===== config.mk =====
export PLATFORM = sky130hd
export DESIGN_NAME = branch_pc_sequencer
export DESIGN_NICKNAME = d
export VERILOG_FILES = /design/src/rtl/branch_pc_sequencer.sv
export SDC_FILE = /design/constraint.sdc
export NUM_CORES = 1
export LEC_CHECK = 0
export CORE_UTILIZATION = 50
export DETAILED_ROUTE_END_ITERATION = 6
export PLACE_DENSITY = 0.7
export SYNTH_ARGS = -nofsm -noshare
export SYNTH_HDL_FRONTEND = slang
export SYNTH_SLANG_ARGS = --single-unit

===== constraint.sdc =====
create_clock -name clock -period 5.09 [get_ports clock]
set_input_delay 1.018 -clock clock [delete_from_list [all_inputs] [get_ports clock]]
set_output_delay 1.018 -clock clock [all_outputs]
set_load 0.01 [all_outputs]

===== src/rtl/branch_pc_sequencer.sv =====
// Per-thread round-robin PC sequencer: captures resolved branches, issues next PCs.
// Optional wrap-to-START_PC bound check enabled by BRANCH_PC_BOUND_CHECK_EN.
module branch_pc_sequencer #(
    parameter int unsigned PC_WIDTH     = 10,
    parameter int unsigned THREAD_COUNT = 8,
    parameter int unsigned THREAD_WIDTH = 3,
    parameter int unsigned START_PC     = 0,
    parameter int unsigned PC_MAX       = 1023
) (
    input  logic                    clock,
    input  logic                    reset_n,
    input  logic                    jump,
    input  logic [PC_WIDTH-1:0]     jump_destination,
    input  logic                    cancel,
    input  logic [THREAD_COUNT-1:0] thread_active,
    output logic [PC_WIDTH-1:0]     pc,
    output logic [THREAD_WIDTH-1:0] pc_thread,
    output logic                    pc_valid,
    output logic                    pc_cancel,
    output logic                    pc_overflow
);

    localparam logic [PC_WIDTH-1:0]     START  = PC_WIDTH'(START_PC);
    localparam logic [THREAD_WIDTH-1:0] LAST_T = THREAD_WIDTH'(THREAD_COUNT - 1);
`ifdef BRANCH_PC_BOUND_CHECK_EN
    localparam logic [PC_WIDTH-1:0]     PC_LAST = PC_WIDTH'(PC_MAX);
`endif

    logic [THREAD_WIDTH-1:0] t_q;
    logic [THREAD_WIDTH-1:0] t_d;

    logic                    s1_jump_q;
    logic                    s1_cancel_q;
    logic                    s1_active_q;
    logic [PC_WIDTH-1:0]     s1_dest_q;
    logic [THREAD_WIDTH-1:0] s1_thread_q;

    logic [PC_WIDTH-1:0]     pc_mem_q [THREAD_COUNT];
    logic [PC_WIDTH-1:0]     cur_pc;
    logic [PC_WIDTH-1:0]     pc_d;
    logic                    ovf_d;

    assign t_d    = (t_q == LAST_T) ? '0 : t_q + 1'b1;
    assign cur_pc = pc_mem_q[s1_thread_q];

    // Jump beats increment; an inactive thread keeps its PC untouched.
    always_comb begin
        pc_d  = cur_pc;
        ovf_d = 1'b0;
        if (s1_active_q) begin
            if (s1_jump_q) begin
                pc_d = s1_dest_q;
            end
`ifdef BRANCH_PC_BOUND_CHECK_EN
            else if (cur_pc == PC_LAST) begin
                pc_d  = START;
                ovf_d = 1'b1;
            end
`endif
            else begin
                pc_d = cur_pc + 1'b1;
            end
        end
    end

    always_ff @(posedge clock or negedge reset_n) begin
        if (!reset_n) begin
            t_q         <= '0;
            s1_jump_q   <= 1'b0;
            s1_cancel_q <= 1'b0;
            s1_active_q <= 1'b0;
            s1_dest_q   <= '0;
            s1_thread_q <= '0;
            for (int i = 0; i < int'(THREAD_COUNT); i++) begin
                pc_mem_q[i] <= START;
            end
            pc          <= START;
            pc_thread   <= '0;
            pc_valid    <= 1'b0;
            pc_cancel   <= 1'b0;
            pc_overflow <= 1'b0;
        end else begin
            t_q         <= t_d;
            s1_jump_q   <= jump;
            s1_cancel_q <= cancel;
            s1_active_q <= thread_active[t_q];
            s1_dest_q   <= jump_destination;
            s1_thread_q <= t_q;
            // Next read of this slot is THREAD_COUNT cycles away, so no bypass.
            pc_mem_q[s1_thread_q] <= pc_d;
            pc          <= pc_d;
            pc_thread   <= s1_thread_q;
            pc_valid    <= s1_active_q;
            pc_cancel   <= s1_active_q & s1_cancel_q;
            pc_overflow <= ovf_d;
        end
    end

endmodule


==> Word level (Yosys, flattened, before mapping) <==
Cells that the tools add are included.
{ "classes": {"eq_ne": 1, "reduce_logical": 1, "bitwise_logic": 2, "n_addsub": 2, "muxes": 11, "order_cmp": 3} }
{ "op_table": {"columns": ["cell", "n"], "rows": [
  ["bitwise mux 80 bit", 1],
  ["2-to-1 mux 10 bit", 5],
  ["binary-select mux 10 bit (select 3 bit)", 1],
  ["demux 10 bit (select 3 bit)", 1],
  ["adder 10 x 1 -> 10 bit (second input constant)", 1],
  [">= comparator 4 bit (second input constant)", 1],
  ["< comparator 3 x 4 -> 1 bit (second input constant)", 1],
  ["< comparator 4 x 1 -> 1 bit (second input constant)", 1],
  ["inverter 3 -> 4 bit", 1],
  ["adder 3 x 1 -> 3 bit (second input constant)", 1],
  ["binary-select mux 1 bit (select 3 bit)", 1],
  ["equality test 3 bit (second input constant)", 1],
  ["2-to-1 mux 3 bit", 1],
  ["bitwise AND 1 bit", 1],
  ["logical AND 1 bit", 1],
  ["2-to-1 mux 1 bit", 1]
]} }
{ "totals": {"elab_cells": 38, "register_bits": 114, "out_inout_bits": 16} }

==> Depth between registers and ports, before layout <==
Gate-level depths: netlist (run 1).
{ "logic_depth": {"depth_word": 8, "ltp_mapped": 11, "ltp_nobuf": 8} }

==> Least setup slack after synthesis (run 1) <==
Ideal clock, no wire load.
{ "synth_path": {"kind": "register to register", "from": "register s1_thread_q[0]", "to": "register pc_mem_q[28] (netlist name)", "path_stages_with_launch": 12, "t_arrival_ns": 2.407, "synth_period_minus_slack_ns": 2.534, "path_buffers": 4, "setup_slack_ns": 2.556, "required_ns": 4.962, "cell_sequence": "dfrtp_1 > buf_6 > buf_6 > buf_6 > buf_2 > a211oi_1 > or3_1 > ha_1 > nor4b_2 > a41oi_1 > a21boi_4 > o21ai_1"} }
{ "synth_via": {"elab_chain_len": 8, "elab_cells_between_ends": 13} }
{ "synth_lines": {"columns": ["element", "line", "source"], "rows": [
  ["start: declaration", "36", "logic [THREAD_WIDTH-1:0] s1_thread_q;"],
  ["start signal: assignment", "88", "s1_thread_q <= t_q;"],
  ["inverter 3 -> 4 bit (implied by the code) *", "44, 90", null],
  ["binary-select mux 10 bit (select 3 bit)", "44", "assign cur_pc = pc_mem_q[s1_thread_q];"],
  ["2-to-1 mux 10 bit (implied by the code) (2 in a row)", "44", null],
  ["adder 10 x 1 -> 10 bit", "61", "pc_d = cur_pc + 1'b1;"],
  ["2-to-1 mux 10 bit", "51", "if (s1_jump_q) begin"],
  ["2-to-1 mux 10 bit", "50", "if (s1_active_q) begin"],
  ["bitwise mux 80 bit *", "90", "pc_mem_q[s1_thread_q] <= pc_d;"],
  ["end signal: indexed assignment", "90", null],
  ["end: declaration", "38", "logic [PC_WIDTH-1:0] pc_mem_q [THREAD_COUNT];"]
]} }
Every way passes the cells marked *; elsewhere a longest branch is shown, timed or not. The select of a mux whose other input is x is not followed.

==> Worst setup path in the final report (run 1) <==
{ "layout_path": {"from": "register s1_thread_q[0]", "to": "register pc_mem_q[78] (netlist name)"} }
Same word-level chain as after synthesis.

==> reports/results.env, run 1 <==
OUTCOME='completed'
DRT_ITER0_MARKERS=194
SYN_AVG_CELL_AREA_UM2=11.1
POWER_DENSITY_nW_PER_UM2=434
DIE_WIDTH_UM=101
NUMPLACEDINSTANCES=581
DESIGN.PORTCOUNT=38
NUMBER_OF_NETS_PRODUCED_BY_SYNTHESIS=468
LAYOUT-AREA-OVERHEAD-VS-SYNTH_PCT=20.0
FINALCRITICALPERIOD_PS=3620
SYNTHCELLS=443
FP-ROW-COUNT=35
WORSTPATHMAXFANOUT=23
P_LEAK_nW=2.59
GLOBAL_ROUTE_WIRE_LENGTH_BEFORE_REPAIR_MM=17.5
GP_ROUTABILITY_CONGESTION=0.873
TRACK_USAGE=0.238
DRIVE_ABOVE_1_SHARE=0.114
CLOCK_SINKS=114
TIMING.CRITICAL_PATH.ARRIVAL_PS=3980
SYNTH_ASYNC_SR_FLOP_SHARE=1.00
CRIT_END_ELEMENT='flip-flop'
POSTLAYOUTCOREUTIL=0.629
ITERATION_COUNT_OF_THE_INITIAL_DETAILED_ROUTING_PASS=5
WORSTMARGINPINSLEW_PS=1130
HOLDBUFCOUNTCTS=0
NUMBER_OF_CLOCK_BUFFERS_INSERTED_BY_TRITONCTS=17
SYNTH_SEQ_AREA_SHARE=0.580
TIMING.CRITICAL_PATH.FROM_TYPE='flip-flop'
POWER_SWITCHING_mW=0.627
ROUTE.DETAILED.DRC=0
TIMING.HOLD.WS_PS=442
SHARE_SEQ_OF_TOTAL_POWER=0.427
VIAS=3406
MAPPEDNETLISTAREA_UM2=4910
P_TOTAL_mW=2.56
FINAL_HOLD_VIO_COUNT=0
MAX-SLEW-MARGIN-REL=0.249
NUMPORTBUFFERS=36
CTS_RESIZED=0
MOST-COMMON-LAYOUT-CELLS='sky130_fd_sc_hd__dfrtp_1, sky130_fd_sc_hd__nand2_1, sky130_fd_sc_hd__o21ai_0'
POST_CTS.REPAIR.SETUP_BUFFERS=0
CRITICAL_PATH.CELL_CHAIN='buf_4 -> nor2_4 -> a221o_1 -> a222oi_1 -> nor4b_2 -> a41oi_1 -> a21boi_4 -> o21ai_1'
SHARE_CLK_OF_TOTAL_POWER=0.454
CRITPATHSLOWESTCELL='sky130_fd_sc_hd__dfrtp_1'
ANTENNA_FOUND_INITIAL=0
MAXCAPVIOLATIONS=0
YOSYS_TOP_CELL_AREA_SHARE=0.580
FINAL_NET_COUNT=496
POWER.INTERNAL_mW=1.94
LARGEST_NET_DEGREE_AT_THE_START_OF_GLOBAL_ROUTING=75
GRT_SETUP_UNREPAIRED='no'
ROUTED_WIRELENGTH_MM=11.0
STDCELL_COUNT=612
CLKSLEWWORSTSETUPHOLDPATHS_PS=50
WORSTPATHREQUIRED_PS=5450
COMBINATIONALPOWERSHARE=0.119
WL_PER_CELL_UM=18.0
DPL.HPWL_MM=6.85
TIMING.FMAX_GHz=0.276
TRITONCTS='yes'
HP-CLASS='reg2reg'
ROUTE.ANTENNA.REMAINING_NETS=0
CTS_MAX_PATH_BUFFERS=2
GRT_OVF=0
CLOCK_TREE_ROOT='sky130_fd_sc_hd__clkbuf_8'
YOSYS_MOST_USED_DFF='sky130_fd_sc_hd__dfrtp_1'
WORSTSETUPPATHTYPE='reg2reg'
NETLIST-CELL-TYPE-COUNT=54
DIE_Y_UM=101
CORE-AREA_UM2=9370
SLEW_VIOLATIONS=0
POWER.SHARE.SWITCHING=0.245
YOSYS-TOP-CELLS-AREA='sky130_fd_sc_hd__dfrtp_1, sky130_fd_sc_hd__o21ai_0, sky130_fd_sc_hd__nand2_1'
FINAL_PERIOD_UTIL=0.711
VIAS_PER_CELL=5.57
YOSYSTOPAREACELL='sky130_fd_sc_hd__dfrtp_1'
YOSYS_REGISTER_BITS=114
LAYOUT.CELLS.MOST_COMMON='sky130_fd_sc_hd__dfrtp_1'
YOSYS_SYNTHESIS_WARNING_COUNT=0
FP.DIEAREA_UM2=10200
SETUP-VIOLATIONS-FINAL=0
WORST_PATH_LARGEST_CELL_DELAY_PS=1080
SYNTH-EDFF-COUNT=0
FIRST_GLOBAL_VIAS=3430
TOTAL_OF_FILL_CELLS_IN_THE_FINISHED_DESIGN=778
TOTALNEGATIVESETUPSLACK_PS=0
INITIAL_CORE_UTILIZATION=0.524
CLOCK_LATENCY_REPORTED_FOR_THE_LATE_SIDE_OF_THE_WORST_SKEW_PAIR_PS=520
WORST_CLOCK_SKEW_PS=10.8
VDD_IR_DROP_MAX_uV=306
HTREE_LEVELS=4
INSERTEDDIODECOUNT=0
[metal layers]
| layer | share of wire | vias to the layer above | track usage |
|---|---|---|---|
| met2 | 0.50 | 79 | 0.383 |
| met5 | 0 | - | 0 |
| met3 | 0.042 | 14 | 0.0780 |
| met4 | 0.012 | 0 | 0.0903 |
| li1 | - | 1614 | - |
| met1 | 0.44 | 1699 | 0.301 |
[power groups by stage]
stage	Clock, mW	Sequential, mW	Combinational [mW]
6_report	1.16	1.09	0.306
5_1_grt	1.22	1.11	0.345
4_1_cts	1.18	1.09	0.309
3_5_place_dp	0	1.11	0.305
3_3_place_gp	0	1.10	0.292
2_1_floorplan	0	1.09	0.191
[worst max-delay path: cells and delay by family, from the launching register on]
family	cells	cell delay, ps
simple gates	2	230
compound gates	5	1740
buf+inv	1	400
flops	1	1080
[sequential cells by signal (all words and copies together) (netlist names)]
signal and count:
pc_cancel 1, pc_valid 1, s1_jump_q 1, s1_dest_q 10, t_q 3, pc 10, s1_thread_q 3, pc_mem_q 80
s1_active_q 1, pc_thread 3, s1_cancel_q 1
[worst paths after layout]
check	start	cells past startpoint	end	slack, ps
setup / recovery	s1_thread_q[0]	8	pc_mem_q[78]	1470
hold / removal	t_q[2]	0	s1_thread_q[2]	440
setup reg to reg	s1_thread_q[0]	8	pc_mem_q[78]	1470
hold reg to reg	t_q[2]	0	s1_thread_q[2]	440
max in group asynchronous	reset_n	2	s1_dest_q[9]	3430
min in group asynchronous	reset_n	1	pc_mem_q[77]	620
[area by class of cell]
cell class	instances	area [um2]	area share
Multi-Input combinational cell	286	1870	0.317
Sequential cell	114	2850	0.484
Inverter	13	48.8	0.00827
Clock buffer	21	449	0.0762
Timing Repair Buffer	39	380	0.0645
Tap cell	129	161	0.0274
Clock inverter	10	134	0.0227
[per-stage QoR]
stage	setup slack, ps	cell area (um2)
final	1470	5900
after global routing	1110	5900
after CTS	1470	5900
after detailed placement	1470	5310
after global placement	1650	5310
after floorplan	2560	4910
[Yosys cell counts, drive strengths merged, types with 3 or more instances]
cell    number
nor2         6
nand3        8
mux4        15
nand2       93
and2         4
clkbuf      23
dfrtp      114
inv         13
buf          7
mux2         8
o211ai       3
and3         3
ha           3
a21oi        3
mux2i       10
o21ai       89
nor2b        4
[cell families after synthesis]
| family | count (synthesis) | synth area share |
|---|---|---|
| AO/OA/AOI/OAI | 117 | 0.138 |
| adder cells (fa/ha/maj) | 3 | 0.00764 |
| buffers and inverters | 43 | 0.0390 |
| flip-flops | 114 | 0.580 |
| multiplexers | 33 | 0.113 |
| other | 1 | 0.000763 |
| AND/OR/NAND/NOR | 132 | 0.121 |
(Power assumes the default switching activity.)
==> run 2, diff against run 1 <==
--- a/config.mk
+++ b/config.mk
@@ -7,7 +7,7 @@
 export LEC_CHECK = 0
 export CORE_UTILIZATION = 50
 export DETAILED_ROUTE_END_ITERATION = 6
-export PLACE_DENSITY = 0.7
+export PLACE_DENSITY = 0.73
 export SYNTH_ARGS = -nofsm -noshare
 export SYNTH_HDL_FRONTEND = slang
 export SYNTH_SLANG_ARGS = --single-unit
==> constraint.sdc (replaced) <==
create_clock -name clock -period 3.2 [get_ports clock]
set_input_delay 0.64 -clock clock [delete_from_list [all_inputs] [get_ports clock]]
set_output_delay 0.64 -clock clock [all_outputs]
set_load 0.01 [all_outputs]
==> reports/results.env, run 2 (synthesis gave the netlist of run 1 again) <==
OUTCOME='completed'
TIMING.CRITICAL_PATH.ARRIVAL_PS=3330  # -650 ps
FINAL_HOLD_VIO_COUNT=0  # unchanged
WORSTPATHREQUIRED_PS=3560  # -1890 ps
FIRST_GLOBAL_VIAS=3624  # +5.7%
WORST_PATH_LARGEST_CELL_DELAY_PS=550  # -530 ps
ROUTED_WIRELENGTH_MM=11.3  # +2.5%
GP_ROUTABILITY_CONGESTION=0.840  # -3.8%
GLOBAL_ROUTE_WIRE_LENGTH_BEFORE_REPAIR_MM=18.2  # +3.6%
TIMING.CRITICAL_PATH.FROM_TYPE='flip-flop'
P_LEAK_nW=2.64  # +2.1%
REG2REG_FROM='s1_thread_q[1]'
TRACK_USAGE=0.244  # +0.00644
MOST-COMMON-LAYOUT-CELLS='sky130_fd_sc_hd__dfrtp_1, sky130_fd_sc_hd__nand2_1, sky130_fd_sc_hd__o21ai_0'
WORST_PATH_DOMINANT_CELL_FAMILY='compound AO/OA/AOI/OAI gates'
FP.DIEAREA_UM2=10200  # unchanged
CTS_MAX_PATH_BUFFERS=2  # unchanged
ITERATION_COUNT_OF_THE_INITIAL_DETAILED_ROUTING_PASS=5  # unchanged
WORST_SETUP_PATH_END='pc_mem_q[26]'
WORSTSETUPPATHTYPE='reg2reg'
REG.LARGEST.LIST='pc_mem_q: 80 flops, pc: 10 flops, s1_dest_q: 10 flops'
DRIVE_ABOVE_1_SHARE=0.126  # +0.0124
R2R_END='pc_mem_q[26]'
SETUP-VIOLATIONS-FINAL=0  # unchanged
DESIGN.PORTCOUNT=38  # unchanged
HTREE_LEVELS=4  # unchanged
HOLDBUFCOUNTCTS=0  # unchanged
VIAS=3528  # +3.6%
DPL.HPWL_MM=7.08  # +3.4%
ROUTE.DETAILED.DRC=0  # unchanged
TRITONCTS='yes'
FINALCRITICALPERIOD_PS=2960  # -655 ps
DIE_Y_UM=101  # unchanged
INSERTEDDIODECOUNT=0  # unchanged
WL_PER_CELL_UM=18.2  # +1.2%
P_TOTAL_mW=4.16  # +62%
WORST_CLOCK_SKEW_PS=7.11  # -3.73 ps
CORE-AREA_UM2=9370  # unchanged
TIMING.FMAX_GHz=0.337  # +22%
TOTAL_OF_FILL_CELLS_IN_THE_FINISHED_DESIGN=747  # -4.0%
TOTALNEGATIVESETUPSLACK_PS=0  # unchanged
CRIT_END_ELEMENT='flip-flop'
HP-CLASS='in2async'
WORSTPATHMAXFANOUT=9  # -61%
DRT_ITER0_MARKERS=314  # +62%
SEQUENTIAL_CELL_AREA_UM2=2850  # unchanged
CLOCK_TREE_ROOT='sky130_fd_sc_hd__clkbuf_8'
FINAL_NET_COUNT=504  # +1.6%
CLOCK_SINKS=114  # unchanged
CLKSLEWWORSTSETUPHOLDPATHS_PS=60  # about the same
DIE_WIDTH_UM=101  # unchanged
VDD_IR_DROP_MAX_uV=386  # +26%
INITIAL_CORE_UTILIZATION=0.524  # unchanged
CRITICAL_PATH.CELL_CHAIN='inv_1 -> buf_4 -> a211oi_1 -> or3_1 -> ha_1 -> nor4b_2 -> mux2i_1 -> a21o_1 -> o21ai_0'
MULTI_INPUT_GATE_AREA_IN_THE_FINAL_LAYOUT_UM2=1870  # unchanged
CLOCK_LATENCY_REPORTED_FOR_THE_LATE_SIDE_OF_THE_WORST_SKEW_PAIR_PS=520  # about the same
POST_CTS.REPAIR.SETUP_BUFFERS=0  # unchanged
POSTLAYOUTCOREUTIL=0.640  # +0.0104
MAX_FLOP_REGISTER='pc_mem_q'
LAYOUT.CELLS.MOST_COMMON='sky130_fd_sc_hd__dfrtp_1'
GRT_OVF=0  # unchanged
GRT_SETUP_UNREPAIRED='no'
CRITICAL_PATH.N_BUFFERS_INVERTERS=2  # +1
ANTENNA_FOUND_INITIAL=0  # unchanged
MAX-SLEW-MARGIN-REL=0.424  # +0.175
WORSTMARGINPINSLEW_PS=863  # -263 ps
SLEW_VIOLATIONS=0  # unchanged
FP-ROW-COUNT=35  # unchanged
LARGEST_REGISTER_FFS=80  # unchanged
FINAL_PERIOD_UTIL=0.926  # +0.215
CRITICAL_PATH_DEPTH=9  # +1
CTS_RESIZED=0  # unchanged
WORST-R2R-CELL-COUNT=9  # +1
LAYOUT-AREA-OVERHEAD-VS-SYNTH_PCT=22.0
VIAS_PER_CELL=5.69  # +2.2%
MAXCAPVIOLATIONS=0  # unchanged
ROUTE.ANTENNA.REMAINING_NETS=0  # unchanged
NUMBER_OF_CLOCK_BUFFERS_INSERTED_BY_TRITONCTS=17  # unchanged
LARGEST_NET_DEGREE_AT_THE_START_OF_GLOBAL_ROUTING=59  # -21%
POWER_DENSITY_nW_PER_UM2=694  # +60%
R2R_SLACK_PS=240  # -1230 ps
NUMPORTBUFFERS=36  # unchanged
CRITPATHSLOWESTCELL='sky130_fd_sc_hd__dfrtp_1'
CRIT_PATH_START='s1_thread_q[1]'
[run 2: cell count changes in the layout (fill, tap and decap cells not counted), sizes merged]
cell,before,now
buf,4,12
bufinv,3,4
clkbuf,21,22
clkinvlp,2,1
clkinv,5,4
[run 2: worst min-delay path by stage]
stage	from	to	slack, ps	cells past startpoint
CTS	reset_n	pc_mem_q[68]	100	1
global route	reset_n	pc[7]	120	1
floorplan	reset_n	pc[0]	340	0
detailed placement	t_q[2]	s1_thread_q[2]	430	0
finish	reset_n	pc_mem_q[77]	100	1
global placement	t_q[2]	s1_thread_q[2]	430	0
[run 2: metrics by stage]
stage	instance area, um2	setup WS (ps)	instances	hold WS (ps)
2_1_floorplan	4910	666	443	344
3_3_place_gp	5390	416	589	427
3_5_place_dp	5390	347	589	433
4_1_cts	5990	285	620	101
5_1_grt	5990	75.5	620	119
6_report	5990	236	620	99.5
[run 2: metal layers]
metal,global-route usage,wire length [um]
met1,0.307,4860
met2,0.385,5560
met3,0.0752,562
met4,0.124,289
met5,0,0
[run 2: cell type report]
type	instances	area share
sequential	114	0.476
clock buffer	22	0.0756
multi-input combinational	286	0.312
inverter	13	0.00814
tap	129	0.0269
clock inverter	9	0.0259
timing repair buffer	47	0.0756
[run 2: power by group]
part | internal (mW) | switching, mW | leakage [nW] | total (mW)
combinational | 0.229 | 0.264 | 1.01 | 0.494
sequential | 1.64 | 0.104 | 1.34 | 1.74
clock | 1.30 | 0.624 | 0.295 | 1.92
total | 3.17 | 0.992 | 2.64 | 4.16
==> run 3, diff against run 2 <==
--- a/config.mk
+++ b/config.mk
@@ -5,9 +5,11 @@
 export SDC_FILE = /design/constraint.sdc
 export NUM_CORES = 1
 export LEC_CHECK = 0
+export CORE_MARGIN = 2
 export CORE_UTILIZATION = 50
 export DETAILED_ROUTE_END_ITERATION = 6
 export PLACE_DENSITY = 0.73
 export SYNTH_ARGS = -nofsm -noshare
 export SYNTH_HDL_FRONTEND = slang
 export SYNTH_SLANG_ARGS = --single-unit
+export TNS_END_PERCENT = 1
==> reports/results.env, run 3 (synthesis gave the netlist of run 1 again) <==
TIMING.CRITICAL_PATH.FROM_TYPE='flip-flop'
NUMPLACEDINSTANCES=589  # unchanged
FP.DIEAREA_UM2=10600  # +4.0%
FP-ROW-COUNT=36  # +2.9%
LAYOUT-AREA-OVERHEAD-VS-SYNTH_PCT=21.7
GP_ROUTABILITY_CONGESTION=0.886  # +5.5%
CRITPATHSLOWESTCELL='sky130_fd_sc_hd__inv_1'
HP-CLASS='in2async'
DESIGN.PORTCOUNT=38  # unchanged
WORST_PATH_DOMINANT_CELL_FAMILY='compound AO/OA/AOI/OAI gates'
COMBINATIONALPOWERSHARE=0.120  # about the same
CLOCK_SINKS=114  # unchanged
DRT_ITER0_MARKERS=173  # -45%
WORSTPATHREQUIRED_PS=3610  # +50 ps
SLEW_VIOLATIONS=0  # unchanged
GLOBAL_ROUTE_WIRE_LENGTH_BEFORE_REPAIR_MM=18.6  # +2.2%
ROUTED_WIRELENGTH_MM=11.5  # +2.1%
WL_PER_CELL_UM=18.6  # +2.0%
CLOCK_LATENCY_REPORTED_FOR_THE_LATE_SIDE_OF_THE_WORST_SKEW_PAIR_PS=520  # about the same
TOTAL_OF_FILL_CELLS_IN_THE_FINISHED_DESIGN=768  # +2.8%
CRIT_END_ELEMENT='flip-flop'
CORE-AREA_UM2=9640  # +2.9%
FIRST_GLOBAL_VIAS=3661  # +1.0%
REG.LARGEST.LIST='pc_mem_q: 80 flops, pc: 10 flops, s1_dest_q: 10 flops'
CRITICAL_PATH_DEPTH=8  # -1
REG2REG_FROM='s1_thread_q[1]'
WORST_CLOCK_SKEW_PS=6.79  # -0.317 ps
POWER_DENSITY_nW_PER_UM2=693  # about the same
HOLDBUFCOUNTCTS=0  # unchanged
OUTCOME='completed'
MAXCAPVIOLATIONS=0  # unchanged
FINAL_NET_COUNT=500  # -0.79%
GRT_OVF=0  # unchanged
TRITONCTS='yes'
POWER.INTERNAL_mW=3.08  # -2.7%
SETUP-VIOLATIONS-FINAL=0  # unchanged
NUMPORTBUFFERS=36  # unchanged
POWER_SWITCHING_mW=1.07  # +7.5%
MAX-SLEW-MARGIN-REL=0.400  # -0.0240
MOST-COMMON-LAYOUT-CELLS='sky130_fd_sc_hd__dfrtp_1, sky130_fd_sc_hd__nand2_1, sky130_fd_sc_hd__o21ai_0'
DIE_Y_UM=103  # +2.0%
FINALCRITICALPERIOD_PS=2890  # -72.4 ps
WORST-R2R-CELL-COUNT=8  # -1
CLOCK_TREE_ROOT='sky130_fd_sc_hd__clkbuf_8'
GRT_SETUP_UNREPAIRED='no'
HTREE_LEVELS=4  # unchanged
TIMING.CRITICAL_PATH.ARRIVAL_PS=3300  # -30 ps
TIMING.FMAX_GHz=0.346  # +2.5%
INITIAL_CORE_UTILIZATION=0.510  # -0.0146
NUMBER_OF_CLOCK_BUFFERS_INSERTED_BY_TRITONCTS=17  # unchanged
CTS_MAX_PATH_BUFFERS=2  # unchanged
CRITICAL_PATH.CELL_CHAIN='inv_1 -> a211oi_1 -> or3_1 -> ha_1 -> and3_1 -> o21ai_0 -> o221ai_1 -> o21ai_0'
INSERTEDDIODECOUNT=0  # unchanged
ITERATION_COUNT_OF_THE_INITIAL_DETAILED_ROUTING_PASS=6  # +1
TIMING.CRITICAL_PATH.MODE_CELL='sky130_fd_sc_hd__o21ai_0'
CLKSLEWWORSTSETUPHOLDPATHS_PS=60  # about the same
WORST_PATH_LARGEST_CELL_DELAY_PS=480  # -70 ps
FINAL_HOLD_VIO_COUNT=0  # unchanged
LARGEST_REGISTER_FFS=80  # unchanged
ROUTE.DETAILED.DRC=0  # unchanged
VIAS=3594  # +1.9%
P_LEAK_nW=2.61  # -1.4%
DIE_WIDTH_UM=103  # +2.0%
WORSTPATHMAXFANOUT=12  # +3
VIAS_PER_CELL=5.79  # +1.7%
STDCELL_COUNT=621  # +0.16%
ROUTE.ANTENNA.REMAINING_NETS=0  # unchanged
SHARE_SEQ_OF_TOTAL_POWER=0.420  # about the same
LAYOUT.CELLS.MOST_COMMON='sky130_fd_sc_hd__dfrtp_1'
DRIVE_ABOVE_1_SHARE=0.129  # +0.00283
LARGEST_NET_DEGREE_AT_THE_START_OF_GLOBAL_ROUTING=61  # +3.4%
ANTENNA_FOUND_INITIAL=0  # unchanged
TOTALNEGATIVESETUPSLACK_PS=0  # unchanged
DPL.HPWL_MM=6.99  # -1.3%
POWER.SHARE.SWITCHING=0.257  # +0.0187
VDD_IR_DROP_MAX_uV=513  # +33%
FINAL_PERIOD_UTIL=0.904  # -0.0226
SHARE_CLK_OF_TOTAL_POWER=0.460  # -0.002
TRACK_USAGE=0.237  # -0.00685
WORSTMARGINPINSLEW_PS=897  # +33.5 ps
CRITICAL_PATH.N_BUFFERS_INVERTERS=1  # -1
WORSTSETUPPATHTYPE='reg2reg'
MAX_FLOP_REGISTER='pc_mem_q'
CRIT_PATH_START='s1_thread_q[1]'
==> run 3: cell types whose count changed in the layout (fill, tap and decap cells not counted), sizes merged <==
cell      change
clkinvlp      +5
buf           -4
bufinv        -1
inv           +3
clkbuf        -4
clkinv        -2
==> run 3: layout make-up <==
class	count	area (um2)	area share
Clock buffer	18	428	0.0715
Clock inverter	14	179	0.0299
Inverter	13	48.8	0.00816
Multi-Input combinational cell	286	1870	0.313
Sequential cell	114	2850	0.477
Tap cell	133	166	0.0278
Timing Repair Buffer	43	435	0.0728
==> run 3: what timing repair did <==
item | in CTS | in global routing
endpoints found under the hold margin | 0 | 0
endpoints found under the setup margin | 0 | 21
gates resized for setup | 0 | 1
setup buffers | 0 | 0
==> run 3: path summary, 6_finish.rpt <==
check	to	slack, ps
min reg2reg	pc_cancel	460
max in group asynchronous	s1_thread_q[2]	2250
min in group clock	pc_cancel	460
min	pc[5]	200
max reg2reg	pc_mem_q[2]	310
max	pc_mem_q[2]	310
==> run 3: through the flow <==
stage / worst slack, ps / hold WS, ps / util / power, mW / area, um2
final: 309 / 200 / 0.621 / 4.15 / 5980
after CTS: 173 / 224 / 0.620 / 4.17 / 5980
after detailed placement: 226 / 450 / 0.558 / 2.25 / 5370
after global placement: 321 / 439 / 0.558 / 2.22 / 5370
after floorplan: 666 / 344 / - / 2.04 / 4910
after global routing: 81.1 / 266 / 0.621 / 4.32 / 5980
==> run 3: power by group through the flow <==
stage          Sequential [mW]  Combinational, mW  Clock, mW
4_1_cts                   1.74              0.502       1.93
2_1_floorplan             1.74              0.303          0
3_3_place_gp              1.75              0.470          0
5_1_grt                   1.76              0.563       2.00
3_5_place_dp              1.76              0.491          0
6_report                  1.74              0.497       1.91
==> run 3: routing by layer <==
metal	routed length, um	track usage	up-vias
met5	0	0	-
met4	290	0.0891	0
met3	653	0.0624	33
met2	5750	0.386	146
met1	4830	0.309	1782
li1	-	-	1633
==> patch 1 (settings of run 3) <==
Build with the macro `BRANCH_PC_BOUND_CHECK_EN` defined.
--- a/src/rtl/branch_pc_sequencer.sv
+++ b/src/rtl/branch_pc_sequencer.sv
@@ -1,5 +1,7 @@
 // Per-thread round-robin PC sequencer: captures resolved branches, issues next PCs.
 // Optional wrap-to-START_PC bound check enabled by BRANCH_PC_BOUND_CHECK_EN.
+`define BRANCH_PC_BOUND_CHECK_EN
+
 module branch_pc_sequencer #(
     parameter int unsigned PC_WIDTH     = 10,
     parameter int unsigned THREAD_COUNT = 8,
Behaviour: no difference found for any inputs over 10 cycles, from zero or initial values and one cycle with reset_n low; that may be too few to reach the edited logic, so the function may still have changed.
==> patch 1 against run 3 <==
Clock power is 3% higher; wire length up 2.3%; count of clock-buffer cells in the layout grew 1; setup slack lost 0.14 ns; total power up 2.2%; first-iteration DRC count up 38%; die area up 1.7%; utilization increased by 0.97 points; via count decreased by 0.11%; synthesized area rose by 1.8%; sequential cell count up 1; clock skew increased by 0.0025 ns; cell count up 0.48%; cell area grew 2.5%.
==> patch 1: results (changes against run 3) <==
* Port bufs at 37 (+2.8%)
* Filler instances at 762 (-0.78%)
* RePlAce Congestion at 0.925 (+4.4%)
* Layout Nets at 504 (+0.80%)
* Dpl ws at 0.0354 ns (-0.191 ns)
* Vias post-DR at 3,590 (-0.11%)
* Drt first pass iters at 5 (-1)
* Status: finished, final reports clean
* Yosys cell types at 53 (-1.9%)
* CP max FO at 15 (+3)
* Mean Syn Cell Area at 11.3 um^2 (+2.2%)
* Detailed placer's ending HPWL at 7470 um (+6.9%)
* Slowest cell on the critical path: mux4_2
* Worst vdd rail ir drop at 382 uV (-25%)
* Layout Skew at 0.00933 ns (+0.00254 ns)
* Vias per Instance at 5.75 (-0.59%)
* Post-Route WL at 11,800 um (+2.3%)
* First-pass GRT wire length at 19,400 um (+4.5%)
* Worst-Margin Slew at 0.971 ns (+0.0744 ns)
* Pleak at 0.00267 uW (+2.4%)
* Mapped Nets at 466 (-0.43%)
* Share of cells above drive strength 1 at 0.179 (+0.0501)
* Placed cell area at 5500 um^2 (+2.3%)
* Slowest stage delay, CP at 0.56 ns (+0.08 ns)
* Hold Path Class: input pin to async pin
* Register area share after synthesis at 0.575 (-0.00502)
* H-Tree Depth at 4 (unchanged)
* Inst Count DP at 593 (+0.68%)
* Top cells by area, synth: dfrtp_1 58%, mux4_2 8.1%, nand2_1 7.0%, o21ai_0 3.4%, o21ai_1 3.4%
patch 1: cell types whose count changed in the layout (fill, tap and decap cells not counted), sizes merged, moves of 4 or more:
cell	run 3	this run
buf	8	12
clkinvlp	6	2
o21ai	89	76
o31ai	0	9
patch 1: timing repair:
action | 4_1_cts | 5_1_grt
buffers inserted | 0 | 0
gates resized for setup | 0 | 4
endpoints found under the setup margin | 0 | 44
patch 1: power breakdown:
part           total [uW]  internal (uW)  switching [uW]
sequential           1760           1650             109
combinational         523            236             287
clock                1960           1300             656
patch 1: cells by family (layout without fill, tap and decap cells):
group	after synthesis	after routing	share of synthesized area
AND/OR/NAND/NOR	123	123	0.105
AO/OA/AOI/OAI	120	120	0.156
flip-flops	115	115	0.575
buffers and inverters	47	97	0.0425
multiplexers	33	33	0.113
adder cells (fa/ha/maj)	3	3	0.00751
patch 1: final cells by class:
cell class / count / share of cell area
inverters: 18 / 0.0110
clock inverters: 12 / 0.0294
multi-input cells: 279 / 0.313
flip-flops and latches: 115 / 0.470
repair buffers: 48 / 0.0775
clock buffers: 19 / 0.0720
well taps: 133 / 0.0271
patch 1: path summary, 6_finish.rpt:
| check | startpoint | to | slack, ns | cells past startpoint |
|---|---|---|---|---|
| min in group clock | t_q[2] | s1_thread_q[2] | 0.46 | 0 |
| max in group asynchronous | reset_n | s1_thread_q[2] | 2.21 | 2 |
| setup reg to reg | s1_thread_q[1] | pc_mem_q[41] | 0.17 | 8 |
| hold reg to reg | t_q[2] | s1_thread_q[2] | 0.46 | 0 |
| hold / removal | reset_n | pc[1] | 0.22 | 1 |
| setup / recovery | s1_thread_q[1] | pc_mem_q[41] | 0.17 | 8 |
patch 1: metal layers:
layer	GRT usage	part of all wire
met5	0	0
met2	0.382	0.51
met3	0.0533	0.045
met1	0.305	0.42
met4	0.104	0.017
==> patch 2 (settings of run 3) <==
Without the edit above. Reset style: synchronous (`reset_n`), changed in one clocked block.
--- a/src/rtl/branch_pc_sequencer.sv
+++ b/src/rtl/branch_pc_sequencer.sv
@@ -63,7 +63,7 @@
         end
     end
 
-    always_ff @(posedge clock or negedge reset_n) begin
+    always_ff @(posedge clock) begin
         if (!reset_n) begin
             t_q         <= '0;
             s1_jump_q   <= 1'b0;
Check against the original RTL: differs if reset_n is asserted again (counterexample within 4 cycles, from zero or initial values and one cycle with reset_n low); with reset_n held inactive, the same outputs for 10 cycles.
==> patch 2 against run 3 <==
Cell area rose by 4.5%; critical path depth fell by 2; synthesized area rose by 2.8%; first-iteration DRC count rose by 87%; utilization rose by 1.9 points; total power rose by 1.6%; setup slack got worse by 0.15 ns; worst hold slack improved by 0.27 ns; non-clock buffer count rose by 17; wire length rose by 7.7%; sequential cell count did not move; critical endpoint is now pc_mem_q[5][8].
==> patch 2: results (changes against run 3) <==
* Status: finished, final reports clean
* Worst-Margin Slew at 0.907 ns (+0.0100 ns)
* Slowest cell on the critical path: o41ai_4
* Layout Skew at 0.00875 ns (+0.00196 ns)
* Hold violation count in the final report at 0 (unchanged)
* Share of cells above drive strength 1 at 0.164 (+0.0344)
* RePlAce Congestion at 0.904 (+2.1%)
* Vias per Instance at 5.92 (+2.3%)
* EDFF count, synth at 80 (+80)
* DR WL/cell at 20.3 um (+9.6%)
* Post-synth top cells: 80 x edfxtp_1, 62 x nor2_1, 34 x dfxtp_1, 26 x nor3_1, 25 x nand2_1
* Clk Latency, worst-skew pair at 0.51 ns
* Largest net degree at the start of global routing at 36 (-41%)
* Worst vdd rail ir drop at 363 uV (-29%)
* Yosys cell types at 55 (+1.9%)
* Mapped Nets at 434 (-7.3%)
* Register area share after synthesis at 0.610 (+0.0299)
* Diodes inserted at 0 (unchanged)
* Slowest stage delay, CP at 0.66 ns (+0.18 ns)
* Top delay family on crit path: compound AO/OA/AOI/OAI gates
* Post-synth top flop: edfxtp_1
* Mean Syn Cell Area at 12.3 um^2 (+11%)
* Top cells by area, synth: edfxtp_1 48%, dfxtp_1 13%, nor2_1 4.6%, mux4_1 3.1%, mux2_2 2.9%
* Largest regs: pc_mem_q: 80 flops, pc: 10 flops, s1_dest_q: 10 flops
* Pleak at 0.00234 uW (-10%)
* Detailed Route Iter0 Violations at 323 (+87%)
* Port bufs at 36 (unchanged)
* Post-Route WL at 12,400 um (+7.7%)
* Layout Nets at 489 (-2.2%)
* First-pass GRT wire length at 19,600 um (+5.4%)
* CP max FO at 25 (+13)
* Drt first pass iters at 5 (-1)
* Async SR Flop Fraction at 0 (-1.00)
* Global Route Usage Sum at 0.238 (+0.000583)
* CTS clk-pin slew, worst paths at 0.06 ns (about the same)
* CTS buffer count at 17 (unchanged)
* Hold Path Class: register to register
* Detailed placer's ending HPWL at 8300 um (+19%)
* Critical Path AT at 3.26 ns (-0.04 ns)
* Initial antenna violation count at 0 (unchanged)
* Post-CTS Setup Repair Bufs at 0 (unchanged)
* Final setup fails at 0 (unchanged)
* Inst Count DP at 578 (-1.9%)
* YS warnings at 0 (unchanged)
* Post_cts resized at 0 (unchanged)
* H-Tree Depth at 4 (unchanged)
* CTS root buf: clkbuf_8
* Clock Path Buffers at 2 (unchanged)
patch 2: per-stage QoR:
step	cell area (um^2)	power, uW	util	worst slack, ns
finish	6250	4220	0.640	0.162
global route	6250	4340	0.640	0.0339
CTS	6250	4230	0.640	0.195
detailed placement	5650	2300	0.578	0.211
global placement	5650	2290	0.578	0.311
floorplan	5050	2070	-	0.462
patch 2: worst reg2reg max path: cells and delay by family (launching register included):
family | cells | cell delay, ns
muxes | 2 | 0.70
AOI/OAI and AO/OA | 2 | 1.19
buffers and inverters | 1 | 0.23
DFF | 1 | 0.47
and+or+nand+nor | 1 | 0.16
patch 2: kinds of logic after synthesis:
group / after synthesis / synth area share
AND/OR/NAND/NOR: 165 / 0.155
multiplexers: 37 / 0.108
adder cells (fa/ha/maj): 3 / 0.00743
other: 1 / 0.000742
AO/OA/AOI/OAI: 57 / 0.0872
buffers and inverters: 32 / 0.0307
flip-flops: 114 / 0.610
patch 2: final timing paths:
| kind | startpoint | endpoint | slack, ns | cells after the start |
|---|---|---|---|---|
| min | s1_cancel_q | pc_cancel | 0.47 | 1 |
| max reg2reg | s1_thread_q[1] | pc_mem_q[5][8] | 0.16 | 6 |
| min reg2reg | s1_cancel_q | pc_cancel | 0.47 | 1 |
| max | s1_thread_q[1] | pc_mem_q[5][8] | 0.16 | 6 |
patch 2: layout make-up:
class,instances,area [um^2]
multi-input cells,263,1810
fillers,759,3520
inverters,8,30.0
clock buffers,20,445
well taps,133,166
flip-flops and latches,114,3080
clock inverters,12,161
repair buffers,60,553
patch 2: metal layers:
layer / vias up / track usage / wire length [um]
li1: 1637 / - / -
met1: 1755 / 0.306 / 5050
met2: 190 / 0.385 / 6130
met3: 29 / 0.0570 / 940
met4: 0 / 0.103 / 284
met5: - / 0 / 0
patch 2: where the power goes:
| part | leakage (uW) | switching [uW] | total [uW] | internal, uW |
|---|---|---|---|---|
| Sequential | 0.00112 | 40.7 | 1720 | 1680 |
| Combinational | 0.000917 | 333 | 564 | 231 |
| Clock | 0.000302 | 638 | 1930 | 1290 |
| Total | 0.00234 | 1010 | 4220 | 3200 |
